--- src/rtl/serve_arbiter_if.sv ---
// serve_arbiter_if -- request/serve/load bus between the pricing-module
// requesters, the serve arbiter and the data manager.
//
// Signals
//   req          requester -> arbiter  level request for a new data pack, one bit per requester
//   out_of_data  manager   -> arbiter  no buffered data; blocks the start of a new serve
//   reg_en       manager   -> arbiter  one-hot load strobe for the requester being loaded
//   serve_reg    arbiter   -> manager  one-hot serve request, held for the whole serve
//   grant_done   arbiter   -> requester one-cycle one-hot pulse once the pack is loaded
//   grant_id     arbiter   -> all      index of the current or last granted requester
//   busy         arbiter   -> all      high while a serve is outstanding
//
// Modports: slave is the arbiter side, master is the environment side.
interface serve_arbiter_if #(
  parameter int NUM_REQ = 4
);
  logic [NUM_REQ-1:0] req;
  logic               out_of_data;
  logic [NUM_REQ-1:0] reg_en;
  logic [NUM_REQ-1:0] serve_reg;
  logic [NUM_REQ-1:0] grant_done;
  logic [3:0]         grant_id;
  logic               busy;

  modport slave (
    input  req, out_of_data, reg_en,
    output serve_reg, grant_done, grant_id, busy
  );

  modport master (
    output req, out_of_data, reg_en,
    input  serve_reg, grant_done, grant_id, busy
  );
endinterface

--- src/rtl/serve_arbiter.sv ---
// serve_arbiter -- round-robin arbiter that hands the data manager one
// requester at a time and reports completion back to that requester.
//
// Ports
//   clock         sole clock, rising edge
//   reset         synchronous, active-low
//   bus           serve_arbiter_if.slave (req, out_of_data, reg_en in;
//                 serve_reg, grant_done, grant_id, busy out)
//   served_count  completed serves, wraps 0xFFFF -> 0x0000
//   err_mismatch  sticky: reg_en seen for a requester that is not granted
//   err_timeout   sticky: a serve was aborted by the timeout (0 when the
//                 timeout feature is not built)
//   dbgState      current FSM state (0 IDLE, 1 SERVE, 2 DONE)
//
// Handshake: a requester holds req high until it sees its grant_done pulse.
// The arbiter holds serve_reg one-hot for the whole serve; the data manager
// answers with a single reg_en strobe on the same bit, which completes the
// serve. grant_done then pulses for one cycle and serve_reg drops. Only
// reg_en bits seen while a serve is outstanding have any effect.
//
// Optional feature: define SERVE_ARB_TIMEOUT_EN to abort a serve after
// TIMEOUT_CYCLES cycles without the matching reg_en.
module serve_arbiter #(
  parameter int NUM_REQ        = 4,
  parameter int TIMEOUT_CYCLES = 64
) (
  input  logic        clock,
  input  logic        reset,
  serve_arbiter_if.slave bus,
  output logic [15:0] served_count,
  output logic        err_mismatch,
  output logic        err_timeout,
  output logic [1:0]  dbgState
);

  if (NUM_REQ < 1 || NUM_REQ > 16) begin : gBadNumReq
    $error("serve_arbiter: NUM_REQ must be in 1..16");
  end
  if (TIMEOUT_CYCLES < 2 || TIMEOUT_CYCLES > 65535) begin : gBadTimeout
    $error("serve_arbiter: TIMEOUT_CYCLES must be in 2..65535");
  end

  typedef enum logic [1:0] {
    IDLE  = 2'd0,
    SERVE = 2'd1,
    DONE  = 2'd2
  } stateT;

  stateT                state;
  stateT                stateNext;
  logic [3:0]           ptr;
  logic [3:0]           grantId;
  logic [15:0]          servedCount;
  logic                 errMismatch;

  logic [2*NUM_REQ-1:0] reqDouble;
  logic [2*NUM_REQ-1:0] reqShift;
  logic [4:0]           offset;
  logic                 found;
  logic [4:0]           winnerSum;
  logic [4:0]           winner;
  logic [4:0]           ptrInc;
  logic [4:0]           ptrAfter;
  logic [NUM_REQ-1:0]   grantOneHot;
  logic                 regEnHit;
  logic                 regEnStray;
  logic                 startServe;
  logic                 timeoutHit;

  // Round-robin pick: rotate req right by ptr so that bit 0 of the rotated
  // vector is requester ptr, take the lowest set bit, then rotate back.
  // ptr is always below NUM_REQ, so the doubled vector covers the wrap.
  always_comb begin
    reqDouble = {bus.req, bus.req};
    reqShift  = reqDouble >> ptr;
    offset    = 5'd0;
    found     = 1'b0;
    for (int i = 0; i < NUM_REQ; i++) begin
      if (!found && reqShift[i]) begin
        found  = 1'b1;
        offset = 5'(i);
      end
    end
    winnerSum = {1'b0, ptr} + offset;
    winner    = (winnerSum >= 5'(NUM_REQ)) ? (winnerSum - 5'(NUM_REQ)) : winnerSum;
  end

  // Pointer value after a serve ends (completed or aborted).
  always_comb begin
    ptrInc   = {1'b0, grantId} + 5'd1;
    ptrAfter = (ptrInc >= 5'(NUM_REQ)) ? 5'd0 : ptrInc;
  end

  always_comb begin
    grantOneHot = NUM_REQ'(1) << grantId;
    regEnHit    = |(bus.reg_en & grantOneHot);
    regEnStray  = |(bus.reg_en & ~grantOneHot);
  end

  // Next-state logic.
  always_comb begin
    stateNext  = state;
    startServe = 1'b0;
    case (state)
      IDLE: begin
        if (!bus.out_of_data && (|bus.req)) begin
          stateNext  = SERVE;
          startServe = 1'b1;
        end
      end
      SERVE: begin
        // A matching strobe wins over a timeout landing in the same cycle.
        if (regEnHit) begin
          stateNext = DONE;
        end else if (timeoutHit) begin
          stateNext = IDLE;
        end
      end
      DONE: begin
        stateNext = IDLE;
      end
      default: begin
        stateNext = IDLE;
      end
    endcase
  end

  // Outputs decode straight from registered state, so they change only
  // after a clock edge.
  always_comb begin
    bus.serve_reg  = (state == SERVE) ? grantOneHot : '0;
    bus.grant_done = (state == DONE)  ? grantOneHot : '0;
    bus.busy       = (state == SERVE);
    bus.grant_id   = grantId;
  end

  always_ff @(posedge clock) begin
    if (!reset) begin
      state       <= IDLE;
      ptr         <= 4'd0;
      grantId     <= 4'd0;
      servedCount <= 16'd0;
      errMismatch <= 1'b0;
    end else begin
      state <= stateNext;
      if (startServe) begin
        grantId <= winner[3:0];
      end
      if ((state == SERVE) && regEnStray) begin
        errMismatch <= 1'b1;
      end
      if (state == DONE) begin
        servedCount <= servedCount + 16'd1;
        ptr         <= ptrAfter[3:0];
      end
      if (timeoutHit) begin
        ptr <= ptrAfter[3:0];
      end
    end
  end

`ifdef SERVE_ARB_TIMEOUT_EN
  localparam logic [15:0] TimeoutLast = 16'(TIMEOUT_CYCLES - 1);

  logic [15:0] toCount;
  logic        errTimeout;

  // toCount holds the number of SERVE cycles already spent, so the serve
  // is dropped at the end of its TIMEOUT_CYCLES-th cycle.
  assign timeoutHit = (state == SERVE) && !regEnHit && (toCount == TimeoutLast);

  always_ff @(posedge clock) begin
    if (!reset) begin
      toCount    <= 16'd0;
      errTimeout <= 1'b0;
    end else begin
      if (startServe) begin
        toCount <= 16'd0;
      end else if (state == SERVE) begin
        toCount <= toCount + 16'd1;
      end
      if (timeoutHit) begin
        errTimeout <= 1'b1;
      end
    end
  end

  assign err_timeout = errTimeout;
`else
  assign timeoutHit  = 1'b0;
  assign err_timeout = 1'b0;
`endif

  assign served_count = servedCount;
  assign err_mismatch = errMismatch;
  assign dbgState     = state;

endmodule

--- src/flat_wrapper.sv ---
// flat-port wrapper written by rule: the top's interface ports become plain ports
module serve_arbiter_flat 
#(
  parameter int NUM_REQ        = 4,
  parameter int TIMEOUT_CYCLES = 64
)
  (clock, reset, served_count, err_mismatch, err_timeout, dbgState, bus_req, bus_out_of_data, bus_reg_en, bus_serve_reg, bus_grant_done, bus_grant_id, bus_busy);
  serve_arbiter_if #(.NUM_REQ(NUM_REQ)) bus_i ();
  input  logic clock;
  input  logic reset;
  output logic [15:0] served_count;
  output logic err_mismatch;
  output logic err_timeout;
  output logic [1:0] dbgState;
  input wire logic [$bits(bus_i.req)-1:0] bus_req;
  input wire logic [$bits(bus_i.out_of_data)-1:0] bus_out_of_data;
  input wire logic [$bits(bus_i.reg_en)-1:0] bus_reg_en;
  output wire logic [$bits(bus_i.serve_reg)-1:0] bus_serve_reg;
  output wire logic [$bits(bus_i.grant_done)-1:0] bus_grant_done;
  output wire logic [$bits(bus_i.grant_id)-1:0] bus_grant_id;
  output wire logic [$bits(bus_i.busy)-1:0] bus_busy;
  assign bus_i.req = bus_req;
  assign bus_i.out_of_data = bus_out_of_data;
  assign bus_i.reg_en = bus_reg_en;
  assign bus_serve_reg = bus_i.serve_reg;
  assign bus_grant_done = bus_i.grant_done;
  assign bus_grant_id = bus_i.grant_id;
  assign bus_busy = bus_i.busy;
  serve_arbiter #(.NUM_REQ(NUM_REQ), .TIMEOUT_CYCLES(TIMEOUT_CYCLES)) u_core (.clock(clock), .reset(reset), .bus(bus_i), .served_count(served_count), .err_mismatch(err_mismatch), .err_timeout(err_timeout), .dbgState(dbgState));
endmodule
--- config.mk ---
export PLATFORM = sky130hd
export DESIGN_NAME = serve_arbiter_flat
export DESIGN_NICKNAME = d
export VERILOG_FILES = /design/src/rtl/serve_arbiter_if.sv /design/src/rtl/serve_arbiter.sv /design/src/flat_wrapper.sv
export SDC_FILE = /design/constraint.sdc
export NUM_CORES = 1
export LEC_CHECK = 0
export BUFFER_PORTS_ARGS = -buffer_cell sky130_fd_sc_hd__buf_2
export CAP_MARGIN = 20
export CORE_MARGIN = 4
export CORE_UTILIZATION = 49
export CTS_BUF_LIST = sky130_fd_sc_hd__clkbuf_8
export DETAILED_ROUTE_END_ITERATION = 8
export PLACE_DENSITY = 0.85
export SYNTH_ARGS = -nofsm -noshare
export SYNTH_HDL_FRONTEND = slang
export SYNTH_SLANG_ARGS = --single-unit
--- constraint.sdc ---
create_clock -name clock -period 2.9 [get_ports clock]
set_input_delay 0.29 -clock clock [delete_from_list [all_inputs] [get_ports clock]]
set_output_delay 0.29 -clock clock [all_outputs]
set_load 0.05 [all_outputs]
Yosys cells after proc, flatten, opt, wreduce, memory -nomap -nowiden
Cells that the tools add are included.
{"block": "word_totals", "out_inout_bits": 33, "regBits": 27}
{"block": "op_classes", "n_mux": 15, "magnitude_cmp": 2, "eq_ne": 4, "n_shift": 2, "reduce_logical": 14, "n_addsub": 4, "bitwise": 3}
{"cell": "16-bit by 1-bit adder with 16-bit output, second input constant", "count": 1}
{"cell": "4-bit two-way mux", "count": 4}
{"cell": "4-bit OR reduction", "count": 3}
{"cell": "5-bit by 3-bit >= comparator with 1-bit output, second input constant", "count": 2}
{"cell": "5-bit two-way mux", "count": 2}
{"cell": "4-bit bitwise AND", "count": 2}
{"cell": "8-bit by 4-bit right shift with 4-bit output", "count": 1}
{"cell": "1-bit two-way mux", "count": 6}
{"cell": "4-bit by 1-bit adder with 5-bit output, second input constant", "count": 1}
{"cell": "4-bit by 5-bit adder with 5-bit output", "count": 1}
{"cell": "1-bit logical AND", "count": 5}
{"cell": "1-bit zero test", "count": 4}
{"cell": "2-bit two-way mux", "count": 2}
{"cell": "2-bit by 1-bit != test with 1-bit output, second input constant", "count": 2}
{"cell": "4-bit inverter", "count": 1}
{"cell": "2-bit case mux with 2 select lines", "count": 1}
{"cell": "1-bit by 4-bit left shift with 4-bit output, first input constant", "count": 1}
{"cell": "4-bit by 3-bit subtractor with 4-bit output, second input constant", "count": 1}
{"cell": "2-bit by 1-bit == test with 1-bit output, second input constant", "count": 1}
{"cell": "2-bit == test, second input constant", "count": 1}
{"cell": "2-bit zero test", "count": 1}
{"cell": "2-bit AND reduction", "count": 1}

Longest topological paths before layout
{"block": "depth", "word_depth": 14, "mapped_depth": 12, "mapped_depth_nobuf": 11}

Worst setup path after synthesis
No wires, ideal clock.
{"block": "synth_timing", "path_type": "flip-flop to flip-flop", "from": "register u_core.ptr[0]", "to": "register u_core.grantId[2], in the netlist u_core.bus.grant_id[2]", "path_buffers": 0, "t_arrival_ns": 2.735, "stages_incl_launch_ff": 11, "setup_slack_ns": 0.069, "path_cell_list": "dfxtp_1 > mux4_2 > or2_1 > a211oi_1 > ha_1 > a21o_1 > a32oi_1 > ha_1 > nor3b_1 > nor3b_1 > o41ai_2"}
{"block": "synth_between", "elab_chain_cells": 14, "elab_cells_between_ends": 17, "cone_classes": "add/sub: 2; order compare: 1; shift: 1; mux: 7; reduce/logical: 6"}
{"element": "from (decl)", "line": "serve_arbiter.sv:51", "text": "logic [3:0] ptr;"}
{"element": "from (signal assigned)", "line": "serve_arbiter.sv:154", "text": "ptr <= ptrAfter[3:0];"}
{"element": "from (signal assigned)", "line": "serve_arbiter.sv:157", "text": "ptr <= ptrAfter[3:0];"}
{"element": "8-bit by 4-bit right shift with 4-bit output", "line": "serve_arbiter.sv:75", "text": "reqShift = reqDouble >> ptr;"}
{"element": "1-bit two-way mux", "line": "serve_arbiter.sv:79", "text": "if (!found && reqShift[i]) begin"}
{"element": "1-bit zero test", "line": "serve_arbiter.sv:79"}
{"element": "1-bit logical AND", "line": "serve_arbiter.sv:79"}
{"element": "1-bit two-way mux", "line": "serve_arbiter.sv:79"}
{"element": "1-bit zero test", "line": "serve_arbiter.sv:79"}
{"element": "1-bit logical AND", "line": "serve_arbiter.sv:79"}
{"element": "1-bit two-way mux", "line": "serve_arbiter.sv:79"}
{"element": "1-bit zero test", "line": "serve_arbiter.sv:79"}
{"element": "1-bit logical AND", "line": "serve_arbiter.sv:79"}
{"element": "5-bit two-way mux", "line": "serve_arbiter.sv:79"}
{"element": "4-bit by 5-bit adder with 5-bit output *", "line": "serve_arbiter.sv:84", "text": "winnerSum = {1'b0, ptr} + offset;"}
{"element": "4-bit by 3-bit subtractor with 4-bit output / 5-bit by 3-bit >= comparator with 1-bit output (equally long branches)", "line": "serve_arbiter.sv:85", "text": "winner = (winnerSum >= 5'(NUM_REQ)) ? (winnerSum - 5'(NUM_REQ)) : winnerSum;"}
{"element": "4-bit two-way mux *", "line": "serve_arbiter.sv:85"}
{"element": "to (signal assigned)", "line": "serve_arbiter.sv:147", "text": "grantId <= winner[3:0];"}
{"element": "to (decl)", "line": "serve_arbiter.sv:52", "text": "logic [3:0] grantId;"}
Mark *: on every way between the ends. The rest lies on a longest branch, timed or not.
A chain may end at the register's enable or synchronous reset.

Final worst setup path
Ends and elaborated chain as after synthesis.

==> results.cfg <==
[hold_path]
min_to = u_core.dbgState[0]
hold_path.class = primary input to register
worstHoldStart = bus_out_of_data
min_path_cells = 4

[setup_path]
worstPathRequired_ns = 3.08
r2r_start = u_core.ptr[0]
crit_slowest_cell = mux4_2
reg2reg_slack_ns = 0.08
worstSetupStartpointType = register
rr_endpoint = u_core.bus.grant_id[2]
crit_chain = mux4_2 -> or2_4 -> a2111oi_4 -> ha_2 -> fa_2 -> xor2_2 -> ha_1 -> nor3b_4 -> nor3b_2 -> o41ai_2
cpPeakStageDelay_ns = 0.50
cp_max_fo = 3
worstPathArrival_ns = 3.00
critPathKind = register to register
reg2regPathDepth = 10
crit_path_end_kind = register

[timing]
setup_viol = 0
rsz0062_at_grt = true
drv_slew = 0
period_share_pct = 97.3
relSlewSlack_pct = 56.3
layout_setup_ws_ns = 0.0783
finalHoldViolCount = 0
layout_min_cycle_time_ns = 2.82
worstMarginPinSlew_ns = 0.654
final.setup_skew_ns = 0.00569
max_clock_freq_ghz = 0.354
hold_slack_ns = 0.343

[floorplan]
start_util_pct = 52.8
die_h_um = 66.1
fp-row-count = 20
fp.dieW_um = 66.1
die-area_sq_um = 4370
core_sq_um = 3130
pin_count = 44

[synth]
synth_area_sq_um = 1650
synth_flop_cell = dfxtp_1
avgSynthCellArea_sq_um = 8.43
synthCells = 196
ys_seq_elements = 27
synth_edf_count = 0
ys_async_sr_fraction_pct = 0
synth_nets = 214
ys_types = 53
yosysSeqAreaShare_pct = 32.7
ys.warnings.count = 0

[routing]
drc = 0
post_drt_wl_per_cell_um = 13.3
routed_wirelength_um = 3790
ant_nets = 0
via_per_inst = 5.52
highest_layer = met4
drt_iter0_markers = 84
wl_met2_um = 1810
wl_met1_um = 1800
detail_route.first_pass.iterations = 4
num_vias = 1579
wl_met3_um = 157

[global_routing]
antenna_found_initial = 0
grt_pass1_vias = 1395
grt_pass1_wl_um = 6310
grt_usage_pct = 18.0
grt_remaining_overflow = 0
grt_max_degree = 22

[clock_tree]
clk_pin_slew_worst_paths_ns = 0.09
cts_root_buf = clkbuf_8
clk_path_buf_depth = 2
cts.sinks = 27
h-tree-depth = 1
numCtsBuffers = 3
clock_latency_ns = 0.27
cts_tree = built

[power]
p_per_area_nw_per_um2 = 387
leakagePower_nw = 0.922
ir_drop_uv = 198

[placement]
gp_congestion = 0.866
dp.cells = 280
port_buffers = 42
place_ws_ns = -0.0191
dp_hpwl_um = 2750

[outcome]
status = finished clean

[job]
drv_cap = 0

[final_layout]
nets = 261
diodes = 0
drive_gt1_share_pct = 30.6
area_delta_synth_final_pct = 22.6
fin_util_pct = 64.8
fin_cells = 286
==> flip-flops by register name, indices dropped and copies added (netlist names) <==
| name | cells |
|---|---|
| u_core.err_mismatch | 1 |
| u_core.dbgState | 2 |
| u_core.served_count | 16 |
| u_core.bus.grant_id | 4 |
| u_core.ptr | 4 |
==> what timing repair did <==
| action | CTS | global route |
|---|---|---|
| resized for setup | 0 | 10 |
| setup endpoints to repair | 0 | 2 |
| hold buffers | 0 | 0 |
| setup buffers | 0 | 2 |
==> report_power, final <==
group	total [mW]	switching, mW	internal [mW]	leakage, nW
Clock	0.211	0.114	0.0961	0.0255
Combinational	0.178	0.117	0.0605	0.678
Sequential	0.395	0.0152	0.380	0.219
==> cell usage in the layout, fill, tap and decap left out, types with 3 or more instances in the layout <==
cell type	instances
a21oi_1	12
inv_1	10
nand2_1	13
buf_4	7
nand4_1	4
and3_1	3
xor2_1	3
nor2_1	29
clkbuf_8	3
xnor2_1	9
ha_1	5
buf_2	42
o22ai_1	3
o21ai_0	4
nand3_1	6
nor3_1	12
dfxtp_1	26
nand2b_1	4
mux2i_1	3
==> final cells by class <==
class	count	area (sq um)
clock buffer	3	41.3
inverter	11	41.3
tap	44	55.1
clock inverter	1	5.00
timing repair buffer	49	263
multi-input combinational	151	1080
sequential	27	542
fill	277	1100
==> synthesized netlist by cell type, types with 2 or more instances <==
master	instances	share of area (%)
nor3b_1	2	0.91
nand3b_1	2	0.91
xnor2_1	9	4.8
nor2b_1	2	0.76
nor2_1	29	6.6
ha_1	6	4.5
nand3_1	6	1.8
nand2b_1	4	1.5
dfxtp_1	27	33
nor4_2	2	1.5
nor3_1	12	3.6
o21ai_0	4	1.2
or3_1	2	0.76
o22ai_1	3	1.1
and3_1	3	1.1
buf_2	2	0.61
a21oi_1	12	3.6
xor2_1	4	2.1
inv_1	10	2.3
nand4_1	4	1.5
clkbuf_1	3	0.68
nand2_1	13	3.0
a211oi_1	2	0.91
a211o_1	2	1.1
mux2i_1	3	1.8
==> worst max-delay path, delay by kind of cell (launching register included) <==
kind / cells / cell delay [ns]
AO/OA/AOI/OAI: 2 / 0.51
flip-flops: 1 / 0.35
AND/OR/NAND/NOR: 3 / 0.50
XOR/XNOR: 1 / 0.17
multiplexers: 1 / 0.50
adder cells (fa/ha/maj): 3 / 0.70
==> metal layers <==
layer / vias up / GRT usage, %
met5: - / 0
met4: 0 / 4.57
met3: 2 / 2.38
met2: 42 / 29.4
met1: 752 / 24.9
li1: 783 / -
==> kinds of logic after synthesis <==
family	Yosys count	share of synthesized area, %
compound gates	31	13.7
xor+xnor	13	6.89
fa+ha+maj	7	5.75
buf+inv	18	4.92
flops	27	32.7
mux	4	3.18
other cells	1	0.227
simple gates	95	32.6
==> worst max path at each step <==
stage	to	cells past startpoint	slack, ns	startpoint
after floorplan	u_core.bus.grant_id[2]	10	0.07	u_core.ptr[0]
after global placement	u_core.bus.grant_id[2]	11	0.05	bus_req[2]
after detailed placement	u_core.bus.grant_id[2]	11	-0.02	bus_req[0]
after CTS	u_core.bus.grant_id[2]	10	0.004	u_core.ptr[0]
after global routing	u_core.bus.grant_id[2]	10	-0.09	u_core.ptr[0]
final	u_core.bus.grant_id[2]	10	0.08	u_core.ptr[0]
==> through the flow <==
step | TNS (ns) | power, mW | area [sq um]
finish | 0 | 0.784 | 2030
CTS | 0 | 0.777 | 1960
detailed placement | -0.0191 | 0.569 | 1920
floorplan | 0 | 0.525 | 1650
global route | -0.145 | 0.819 | 2030
global placement | 0 | 0.567 | 1920
Power figures use the tool's default switching activity.
